### config.mk
export PLATFORM = sky130hd
export DESIGN_NAME = uart_flow_ctrl
export DESIGN_NICKNAME = d
export VERILOG_FILES = /design/src/rtl/uart_flow_ctrl.sv
export SDC_FILE = /design/constraint.sdc
export NUM_CORES = 1
export LEC_CHECK = 0
export BUFFER_PORTS_ARGS = -buffer_cell sky130_fd_sc_hd__buf_2
export CAP_MARGIN = 20
export CORE_MARGIN = 2
export CORE_UTILIZATION = 45
export DETAILED_ROUTE_END_ITERATION = 12
export GPL_TIMING_DRIVEN = 1
export PLACE_DENSITY = 0.7
export SYNTH_ARGS = -nofsm -noshare
export SYNTH_HDL_FRONTEND = slang
export SYNTH_SLANG_ARGS = --single-unit
### constraint.sdc
create_clock -name clk -period 2.6 [get_ports clk]
set_clock_uncertainty 0.05 [all_clocks]
set_input_delay 0.52 -clock clk [delete_from_list [all_inputs] [get_ports clk]]
set_output_delay 0.52 -clock clk [all_outputs]
set_load 0.05 [all_outputs]
### src/rtl/uart_flow_ctrl.sv
// rtl/uart_flow_ctrl.sv - buffered full-duplex UART with RTS/CTS flow control
// Valid/ready byte streams on the bus side, FIFO-buffered in both directions.
module uart_flow_ctrl #(
  parameter int DATA_BITS    = 8,
  parameter int CLKS_PER_BIT = 16,
  parameter int FIFO_DEPTH   = 4,
  parameter int RTS_THRESH   = 3
) (
  input  logic                 clk,
  input  logic                 reset,
  input  logic                 rx,
  input  logic                 cts,
  output logic                 tx,
  output logic                 rts,
  input  logic [DATA_BITS-1:0] tx_data,
  input  logic                 tx_valid,
  output logic                 tx_ready,
  output logic [DATA_BITS-1:0] rx_data,
  output logic                 rx_valid,
  input  logic                 rx_ready,
  output logic                 rx_overrun,
  output logic                 rx_frame_err
);

  localparam int AW = $clog2(FIFO_DEPTH);
  localparam int CW = AW + 1;
  localparam int TW = $clog2(CLKS_PER_BIT);
  localparam int BW = $clog2(DATA_BITS);

  localparam logic [CW-1:0] FULL    = CW'(FIFO_DEPTH);
  localparam logic [CW-1:0] RTS_LVL = CW'(RTS_THRESH);
  localparam logic [TW-1:0] T_LAST  = TW'(CLKS_PER_BIT - 1);
  localparam logic [TW-1:0] T_MID   = TW'(CLKS_PER_BIT / 2 - 1);
  localparam logic [BW-1:0] B_LAST  = BW'(DATA_BITS - 1);

  typedef enum logic [2:0] {S_IDLE, S_START, S_DATA, S_STOP, S_BREAK} state_t;

  // Pin synchronisers preset to the idle-high / clear-to-send level
  logic cts_m, cts_s, rx_m, rx_s, rx_prev;

  always_ff @(posedge clk or posedge reset) begin
    if (reset) begin
      cts_m   <= 1'b1;
      cts_s   <= 1'b1;
      rx_m    <= 1'b1;
      rx_s    <= 1'b1;
      rx_prev <= 1'b1;
    end else begin
      cts_m   <= cts;
      cts_s   <= cts_m;
      rx_m    <= rx;
      rx_s    <= rx_m;
      rx_prev <= rx_s;
    end
  end

  // ---------------- TX FIFO ----------------
  logic [DATA_BITS-1:0] tx_mem [FIFO_DEPTH];
  logic [AW-1:0]        tx_wp, tx_rp;
  logic [CW-1:0]        tx_cnt;
  logic                 tx_push, tx_pop;
  state_t               tx_state;

  assign tx_ready = (tx_cnt != FULL);
  assign tx_push  = tx_valid && tx_ready;
  assign tx_pop   = (tx_state == S_IDLE) && (tx_cnt != '0) && cts_s;

  always_ff @(posedge clk) begin
    if (tx_push) tx_mem[tx_wp] <= tx_data;
  end

  always_ff @(posedge clk or posedge reset) begin
    if (reset) begin
      tx_wp  <= '0;
      tx_rp  <= '0;
      tx_cnt <= '0;
    end else begin
      if (tx_push) tx_wp <= tx_wp + AW'(1);
      if (tx_pop)  tx_rp <= tx_rp + AW'(1);
      case ({tx_push, tx_pop})
        2'b10:   tx_cnt <= tx_cnt + CW'(1);
        2'b01:   tx_cnt <= tx_cnt - CW'(1);
        default: tx_cnt <= tx_cnt;
      endcase
    end
  end

  // ---------------- TX FSM ----------------
  logic [TW-1:0]        tx_tick;
  logic [BW-1:0]        tx_bit;
  logic [DATA_BITS-1:0] tx_shift;

  always_ff @(posedge clk or posedge reset) begin
    if (reset) begin
      tx_state <= S_IDLE;
      tx       <= 1'b1;
      tx_tick  <= '0;
      tx_bit   <= '0;
      tx_shift <= '0;
    end else begin
      case (tx_state)
        S_IDLE: begin
          if (tx_pop) begin
            tx_shift <= tx_mem[tx_rp];
            tx       <= 1'b0;
            tx_tick  <= '0;
            tx_state <= S_START;
          end
        end
        S_START: begin
          if (tx_tick == T_LAST) begin
            tx       <= tx_shift[0];
            tx_shift <= tx_shift >> 1;
            tx_tick  <= '0;
            tx_bit   <= '0;
            tx_state <= S_DATA;
          end else begin
            tx_tick <= tx_tick + TW'(1);
          end
        end
        S_DATA: begin
          if (tx_tick == T_LAST) begin
            tx_tick <= '0;
            if (tx_bit == B_LAST) begin
              tx       <= 1'b1;
              tx_state <= S_STOP;
            end else begin
              tx       <= tx_shift[0];
              tx_shift <= tx_shift >> 1;
              tx_bit   <= tx_bit + BW'(1);
            end
          end else begin
            tx_tick <= tx_tick + TW'(1);
          end
        end
        S_STOP: begin
          // Returning through IDLE gives the single idle-high cycle between frames
          if (tx_tick == T_LAST) tx_state <= S_IDLE;
          else                   tx_tick  <= tx_tick + TW'(1);
        end
        default: begin
          tx       <= 1'b1;
          tx_state <= S_IDLE;
        end
      endcase
    end
  end

  // ---------------- RX FSM ----------------
  state_t               rx_state;
  logic [TW-1:0]        rx_tick;
  logic [BW-1:0]        rx_bit;
  logic [DATA_BITS-1:0] rx_shift;
  logic [CW-1:0]        rx_cnt;
  logic                 rx_push_req, rx_push_ok, rx_pop;

  assign rx_push_req = (rx_state == S_STOP) && (rx_tick == T_LAST) && rx_s;
  assign rx_pop      = rx_valid && rx_ready;
  assign rx_push_ok  = rx_push_req && ((rx_cnt != FULL) || rx_pop);

  always_ff @(posedge clk or posedge reset) begin
    if (reset) begin
      rx_state     <= S_IDLE;
      rx_tick      <= '0;
      rx_bit       <= '0;
      rx_shift     <= '0;
      rx_overrun   <= 1'b0;
      rx_frame_err <= 1'b0;
    end else begin
      rx_overrun   <= rx_push_req && !rx_push_ok;
      rx_frame_err <= 1'b0;
      case (rx_state)
        S_IDLE: begin
          if (rx_prev && !rx_s) begin
            rx_tick  <= '0;
            rx_state <= S_START;
          end
        end
        S_START: begin
          if (rx_tick == T_MID) begin
            rx_tick  <= '0;
            rx_bit   <= '0;
            rx_state <= rx_s ? S_IDLE : S_DATA;
          end else begin
            rx_tick <= rx_tick + TW'(1);
          end
        end
        S_DATA: begin
          if (rx_tick == T_LAST) begin
            rx_tick  <= '0;
            rx_shift <= {rx_s, rx_shift[DATA_BITS-1:1]};
            if (rx_bit == B_LAST) rx_state <= S_STOP;
            else                  rx_bit   <= rx_bit + BW'(1);
          end else begin
            rx_tick <= rx_tick + TW'(1);
          end
        end
        S_STOP: begin
          if (rx_tick == T_LAST) begin
            if (rx_s) begin
              rx_state <= S_IDLE;
            end else begin
              rx_frame_err <= 1'b1;
              rx_state     <= S_BREAK;
            end
          end else begin
            rx_tick <= rx_tick + TW'(1);
          end
        end
        S_BREAK: begin
          if (rx_s) rx_state <= S_IDLE;
        end
        default: rx_state <= S_IDLE;
      endcase
    end
  end

  // ---------------- RX FIFO ----------------
  logic [DATA_BITS-1:0] rx_mem [FIFO_DEPTH];
  logic [AW-1:0]        rx_wp, rx_rp;

  assign rx_valid = (rx_cnt != '0);
  assign rx_data  = rx_valid ? rx_mem[rx_rp] : '0;

  always_ff @(posedge clk) begin
    if (rx_push_ok) rx_mem[rx_wp] <= rx_shift;
  end

  always_ff @(posedge clk or posedge reset) begin
    if (reset) begin
      rx_wp  <= '0;
      rx_rp  <= '0;
      rx_cnt <= '0;
      rts    <= 1'b1;
    end else begin
      if (rx_push_ok) rx_wp <= rx_wp + AW'(1);
      if (rx_pop)     rx_rp <= rx_rp + AW'(1);
      case ({rx_push_ok, rx_pop})
        2'b10:   rx_cnt <= rx_cnt + CW'(1);
        2'b01:   rx_cnt <= rx_cnt - CW'(1);
        default: rx_cnt <= rx_cnt;
      endcase
      rts <= (rx_cnt < RTS_LVL);
    end
  end

endmodule

# After elaboration in Yosys (flattened, before gate mapping)
# Memories as Yosys holds them, arrays and structs flattened.
# Index checks and enable logic that the tools add are counted.
# classes
add_sub_neg	12
order_cmp	1
eq_ne	33
mux	51
n_bitwise	1
n_reduce_logical	33
# ops
cell	count
$mux 3	17
$mux 8	5
$mux 4	7
$ne 2x2->1 const B	14
$pmux 3 s2	4
$pmux 8 s3	1
$pmux 4 s4	1
$pmux 3 s5	1
$add 3x1->3 const B	4
$eq 3x2->1 const B	4
$pmux 3 s4	1
$pmux 4 s3	1
$reduce_and 4->1	3
$reduce_bool 3->1	4
$mux 1	11
$reduce_and 5->1	2
$eq 3x3->1 const B	3
$logic_and 1x1->1	9
$add 2x1->2 const B	4
$add 4x1->4 const B	2
$eq 4x4->1 const B	2
$reduce_bool 2->1	4
$eq 3x1->1 const B	2
$logic_not 3->1	2
17 further kinds	23
# word_totals
ff_bits	59
ramBits	64
input_bits	14
output_inout_bits	14
mem_count	2
# memory_table
memory	depth	word_bits	read_ports	rd_clocked_by_memory_dff	write_ports	line	text
rx_mem	4	8	1	0	1	219	logic [DATA_BITS-1:0] rx_mem [FIFO_DEPTH];
tx_mem	4	8	1	0	1	58	logic [DATA_BITS-1:0] tx_mem [FIFO_DEPTH];

# Logic depth before layout (Yosys ltp)
# depth
word_depth	6
depth_mapped	11
mapped_depth_nobuf	11

# Worst setup path before layout
# OpenSTA, ideal clock, no wires.
# synth_path
path_type	reg-to-reg
startpoint	reg tx_cnt[0]
endpoint	reg tx_cnt[2]
setup_ps	79
arrival_time_ps	2354
slack_ps	117
stages_incl_launch_ff	11
n_path_buf	0
path_cell_list	dfrtp_1 > inv_1 > nand3_1 > and2_1 > inv_1 > ha_1 > inv_1 > fa_1 > xor2_1 > nor2_1 > xor2_1
# synth_via
elab_cells_between_ends	11
cone_classes	2 x add/sub; 3 x eq/ne; 1 x mux; 5 x reduce/logical
# synth_lines
item	line	text
from (decl)	60	logic [CW-1:0] tx_cnt;
from (signal assigned)	81	2'b10: tx_cnt <= tx_cnt + CW'(1);
from (signal assigned)	82	2'b01: tx_cnt <= tx_cnt - CW'(1);
from (signal assigned)	83	default: tx_cnt <= tx_cnt;
$ne 3x3->1 (*)	64	assign tx_ready = (tx_cnt != FULL);
net tx_ready	17	output logic tx_ready,
$logic_and 1x1->1 (*)	65	assign tx_push = tx_valid && tx_ready;
$eq 2x1->1 / $eq 2x2->1 (equally long branches)	80	case ({tx_push, tx_pop})
$pmux 3 s2 / $reduce_bool 2->1 (equally long branches)	--	
# Mark *: on every way through the listed nets, which the timed path passes. The rest lies on a longest branch.
# A chain may end at the register's enable or synchronous reset.

# Worst setup path in the final report
# layout_path
startpoint	reg rx_rp[0]
endpoint	out rx_data[2]
# layout_via
elab_chain_cells	2
# layout_lines
item	line	text
from (decl)	220	logic [AW-1:0] rx_wp, rx_rp;
from (signal assigned)	237	if (rx_pop) rx_rp <= rx_rp + AW'(1);
$mem_v2 4x8	--	
$mux 8	223	assign rx_data = rx_valid ? rx_mem[rx_rp] : '0;
to (decl)	18	output logic [DATA_BITS-1:0] rx_data,
# Every way passes these cells.

==> impl_summary.log <==
INFO  metric drt-wirelength-per-cell = ~16 um
INFO  metric vdd_drop_max = around 540 uV
INFO  metric gp_congestion = 0.8284
INFO  metric cts_max_path_buffers = 2
INFO  metric overflow = 0
INFO  metric maxClockFrequency = around 0.4 GHz
INFO  metric cts_tree = built
INFO  metric synth_fp_nets = 390
INFO  metric maximum_number_of_pins_on_one_net_before_global_route_repair = 25
INFO  metric core = between 0.01 and 0.015 mm2
INFO  metric ioPinCount = 28
INFO  metric clk_pwr_share = a little under a third
INFO  metric synth_top_cells_by_count = 64 x sky130_fd_sc_hd__edfxtp_1, 51 x sky130_fd_sc_hd__dfrtp_1, 21 x sky130_fd_sc_hd__ha_1, 20 x sky130_fd_sc_hd__mux2_2, 19 x sky130_fd_sc_hd__inv_1
INFO  metric floorplan.die_area = roughly 0.013 mm2
INFO  metric timing.critical_path.arrival = 1.90 ns
INFO  metric clock_pin_slew_on_the_worst_setup_and_hold_paths = 0.06 ns
INFO  metric warnings_from_yosys = 0
INFO  metric power.total = around 7.8 mW
INFO  metric hold_class = in -> async
INFO  metric timing.reg2reg.worst_path_depth = 9
INFO  metric critPathCaptureType = output port
INFO  metric hold_buffers = 0
INFO  metric via_count = between 2000 and 3000
INFO  metric timing_worst_slew_pin_value = 0.7279 ns
INFO  metric power_report.internal_total = around 5.2 mW
INFO  metric detail_route.drc_violations = 2
INFO  metric p_per_area = roughly 1200 mW/mm2
INFO  metric initial_core_util = a little under half
INFO  metric post_synth_main_area_contributors = sky130_fd_sc_hd__edfxtp_1 36%, sky130_fd_sc_hd__dfrtp_1 24%, sky130_fd_sc_hd__mux4_2 6.7%
INFO  metric clockRootBuffer = sky130_fd_sc_hd__clkbuf_16
INFO  metric number_of_antenna_violations_at_the_first_check_in_global_routing = 0
INFO  metric syn_area = 0.005360 mm2
INFO  metric seq_power_share = between 30% and 40%
INFO  metric tritoncts.num_buffers = 17
INFO  metric netlist-cell-type-count = around 50
INFO  metric p_sw_share = between 30 and 40%
INFO  metric post_cts_setup_buffers = 0
INFO  metric regToRegEndpoint = rx_cnt[2]
INFO  metric most_used_flip_flop_cell_after_synthesis = sky130_fd_sc_hd__edfxtp_1
INFO  metric cts.sinks = approximately 120
INFO  metric combPwrFrac = ~33%
INFO  metric finalCritPeriodShare = between 90% and 100%
INFO  metric max_cap_violations = 0
INFO  metric viasPerCell = approximately 5.3
INFO  metric timing.critical_path.fanout_max = 6
INFO  metric grt_pass1_vias = roughly 3000
INFO  metric critPathKind = reg -> out
INFO  metric grt_pass1_wl = between 10 and 15 mm
INFO  metric count_leader_synth = sky130_fd_sc_hd__edfxtp_1
INFO  metric static-leakage-power = ~2.5 nW
INFO  metric setup_viol_count_final = 0
INFO  metric syn_avg_cell_area = between 15 and 20 um2
INFO  metric r2r_slack = approximately 0.2 ns
INFO  metric slew-limit-headroom = between 50% and 60%
INFO  metric slew_viol_final = 0
INFO  metric timing.final.crit_period = ~2.5 ns
INFO  metric detail_route.first_pass.iterations = 8
INFO  metric die_h = approximately 110 um
INFO  metric synth-edff-count = 64
INFO  metric worst-endpoint-required = ~2 ns
INFO  metric synth-seq-cells = 122
INFO  metric list_of_cells_traversed_by_the_critical_path = buf_6 > mux4_2 > and2_1 > buf_2
INFO  metric rsz0062_at_grt = false
INFO  metric clock_tree.htree_level_count = 4
INFO  metric insertion_delay = around 0.41 ns
INFO  metric grt_usage = 15.44%
INFO  metric routed_wl = approximately 9 mm
INFO  metric die_width = around 110 um
INFO  metric area_added_between_synthesis_and_finish = 17.13%
INFO  metric critical-path-slowest-cell = sky130_fd_sc_hd__mux4_2
INFO  metric finalNonFillerCells = 551
INFO  metric place.port_buffers = 27
INFO  metric p_sw = ~2.5 mW
INFO  metric worstSetupStartpointType = flop
INFO  metric drt-initial-drc-count = between 100 and 150
INFO  metric drt.antenna.violating_nets = 0
INFO  metric seq_area_frac_synth = 63.10%
INFO  metric failed_checks = DRC
INFO  metric num_antenna_cells = 0
INFO  metric async_flop_share = 47.54%
INFO  metric netlist.top_cell.by_area = sky130_fd_sc_hd__edfxtp_1
INFO  metric hpwlAfterDp = between 5 and 6 mm
INFO  metric layout.filler_cells = 908
INFO  metric final_net_count = ~430
INFO  metric share_of_the_synthesized_area_in_the_top_cell_type = approximately 36%
INFO  metric post-place-cells = 519
INFO  metric cpPeakStageDelay = about 0.5 ns
INFO  metric finalHoldViolCount = 0
INFO  metric critical_path.reg2reg.startpoint = rx_cnt[1]
INFO  metric drive_gt1_share = 30.15%
INFO  metric synthesis.instances = ~350
INFO  metric status = finished, violations left
INFO  metric rows = 39
==> per-layer routing <==
layer	GRT usage [%]	vias up	share of wire [%]
met4	7.073	0	1.5
met3	5.035	12	3.9
met5	0	-	0
met1	19.68	1448	45
li1	-	1385	-
met2	24.15	63	50
==> area by class of cell <==
type	count	area (um2)	area share, %
inverters	19	71.32	1.136
multi-input cells	199	1841	29.31
flip-flops and latches	122	3383	53.89
repair buffers	36	206.4	3.288
clock buffers	22	454.2	7.234
clock inverters	10	143.9	2.292
well taps	143	178.9	2.850
==> flip-flops by register name, summed over array words and instances (netlist names), 3 cells and up <==
register	count
tx_bit	3
tx_cnt	3
rx_bit	3
tx_shift	8
rx_tick	4
tx_mem	32
rx_state	3
rx_mem	32
tx_tick	4
rx_shift	8
rx_cnt	3
==> per-stage QoR <==
stage	hold WS [ns]	worst slack [ns]	util [%]	area [um2]	setup TNS, ns
floorplan	0.2952	0.1168	-	5360	0
global placement	0.2962	0.04516	49.28	5675	0
detailed placement	0.2968	-0.002833	49.28	5675	-0.002833
CTS	0.09338	0.04525	54.49	6275	0
global route	0.1358	0.03544	54.52	6279	0
finish	0.08878	0.1286	54.52	6279	0
==> power by group through the flow <==
stage / clock network [mW] / logic (mW) / registers, mW
after floorplan: 0 / 2.23 / 2.70
after global placement: 0 / 2.53 / 2.83
after detailed placement: 0 / 2.61 / 2.85
after CTS: 2.39 / 2.63 / 2.83
after global routing: 2.49 / 2.84 / 2.89
final: 2.35 / 2.60 / 2.83
==> cell usage in the layout (no fill, tap or decap), types with 3 or more instances in the layout <==
cell	instances
sky130_fd_sc_hd__a21oi_1	6
sky130_fd_sc_hd__and2_1	17
sky130_fd_sc_hd__and3_1	6
sky130_fd_sc_hd__buf_2	27
sky130_fd_sc_hd__buf_4	8
sky130_fd_sc_hd__bufinv_16	3
sky130_fd_sc_hd__clkbuf_1	4
sky130_fd_sc_hd__clkbuf_16	17
sky130_fd_sc_hd__clkinvlp_4	3
sky130_fd_sc_hd__dfrtp_1	50
sky130_fd_sc_hd__dfstp_2	7
sky130_fd_sc_hd__edfxtp_1	64
sky130_fd_sc_hd__ha_1	21
sky130_fd_sc_hd__inv_1	18
sky130_fd_sc_hd__mux2_2	20
sky130_fd_sc_hd__mux2_4	8
sky130_fd_sc_hd__mux2i_1	4
sky130_fd_sc_hd__mux4_2	16
sky130_fd_sc_hd__nand2_1	18
sky130_fd_sc_hd__nand2b_1	3
sky130_fd_sc_hd__nand3_1	6
sky130_fd_sc_hd__nor2_1	12
sky130_fd_sc_hd__nor2b_1	4
sky130_fd_sc_hd__nor3_1	3
sky130_fd_sc_hd__o21ai_0	9
sky130_fd_sc_hd__o31ai_1	3
sky130_fd_sc_hd__xnor2_1	6
sky130_fd_sc_hd__xor2_1	7
==> worst max-delay path by stage <==
stage              start          to  slack (ns)
6_report        rx_rp[0]  rx_data[2]        0.13
5_1_grt         rx_rp[0]  rx_data[2]        0.04
4_1_cts         rx_rp[0]  rx_data[2]        0.05
3_5_place_dp    rx_ready   rx_cnt[2]      -0.003
3_3_place_gp    rx_ready   rx_cnt[2]        0.05
2_1_floorplan  tx_cnt[0]   tx_cnt[2]        0.12
==> repair_timing <==
| item | in CTS | in global routing |
|---|---|---|
| resized for setup | 1 | 1 |
| setup endpoints to repair | 1 | 1 |
| pin swaps | 0 | 0 |
| endpoints found under the hold margin | 0 | 0 |
==> logic make-up (layout without fill, tap and decap cells) <==
| family | Yosys count | in the layout | share of synthesized area, % |
|---|---|---|---|
| AO/OA/AOI/OAI | 33 | 33 | 4.272 |
| XOR/XNOR | 13 | 13 | 2.124 |
| adder cells (fa/ha/maj) | 23 | 23 | 5.649 |
| buffers and inverters | 32 | 87 | 2.568 |
| flip-flops | 122 | 122 | 63.10 |
| multiplexers | 48 | 48 | 13.91 |
| AND/OR/NAND/NOR | 82 | 82 | 8.380 |
==> critical path, delay by kind of cell (launching register included) <==
| kind | cells | cell delay [ns] |
|---|---|---|
| multiplexers | 1 | 0.51 |
| flip-flops | 1 | 0.43 |
| buffers and inverters | 2 | 0.37 |
| AND/OR/NAND/NOR | 1 | 0.17 |
No activity file was read; power rests on OpenSTA's default activity.
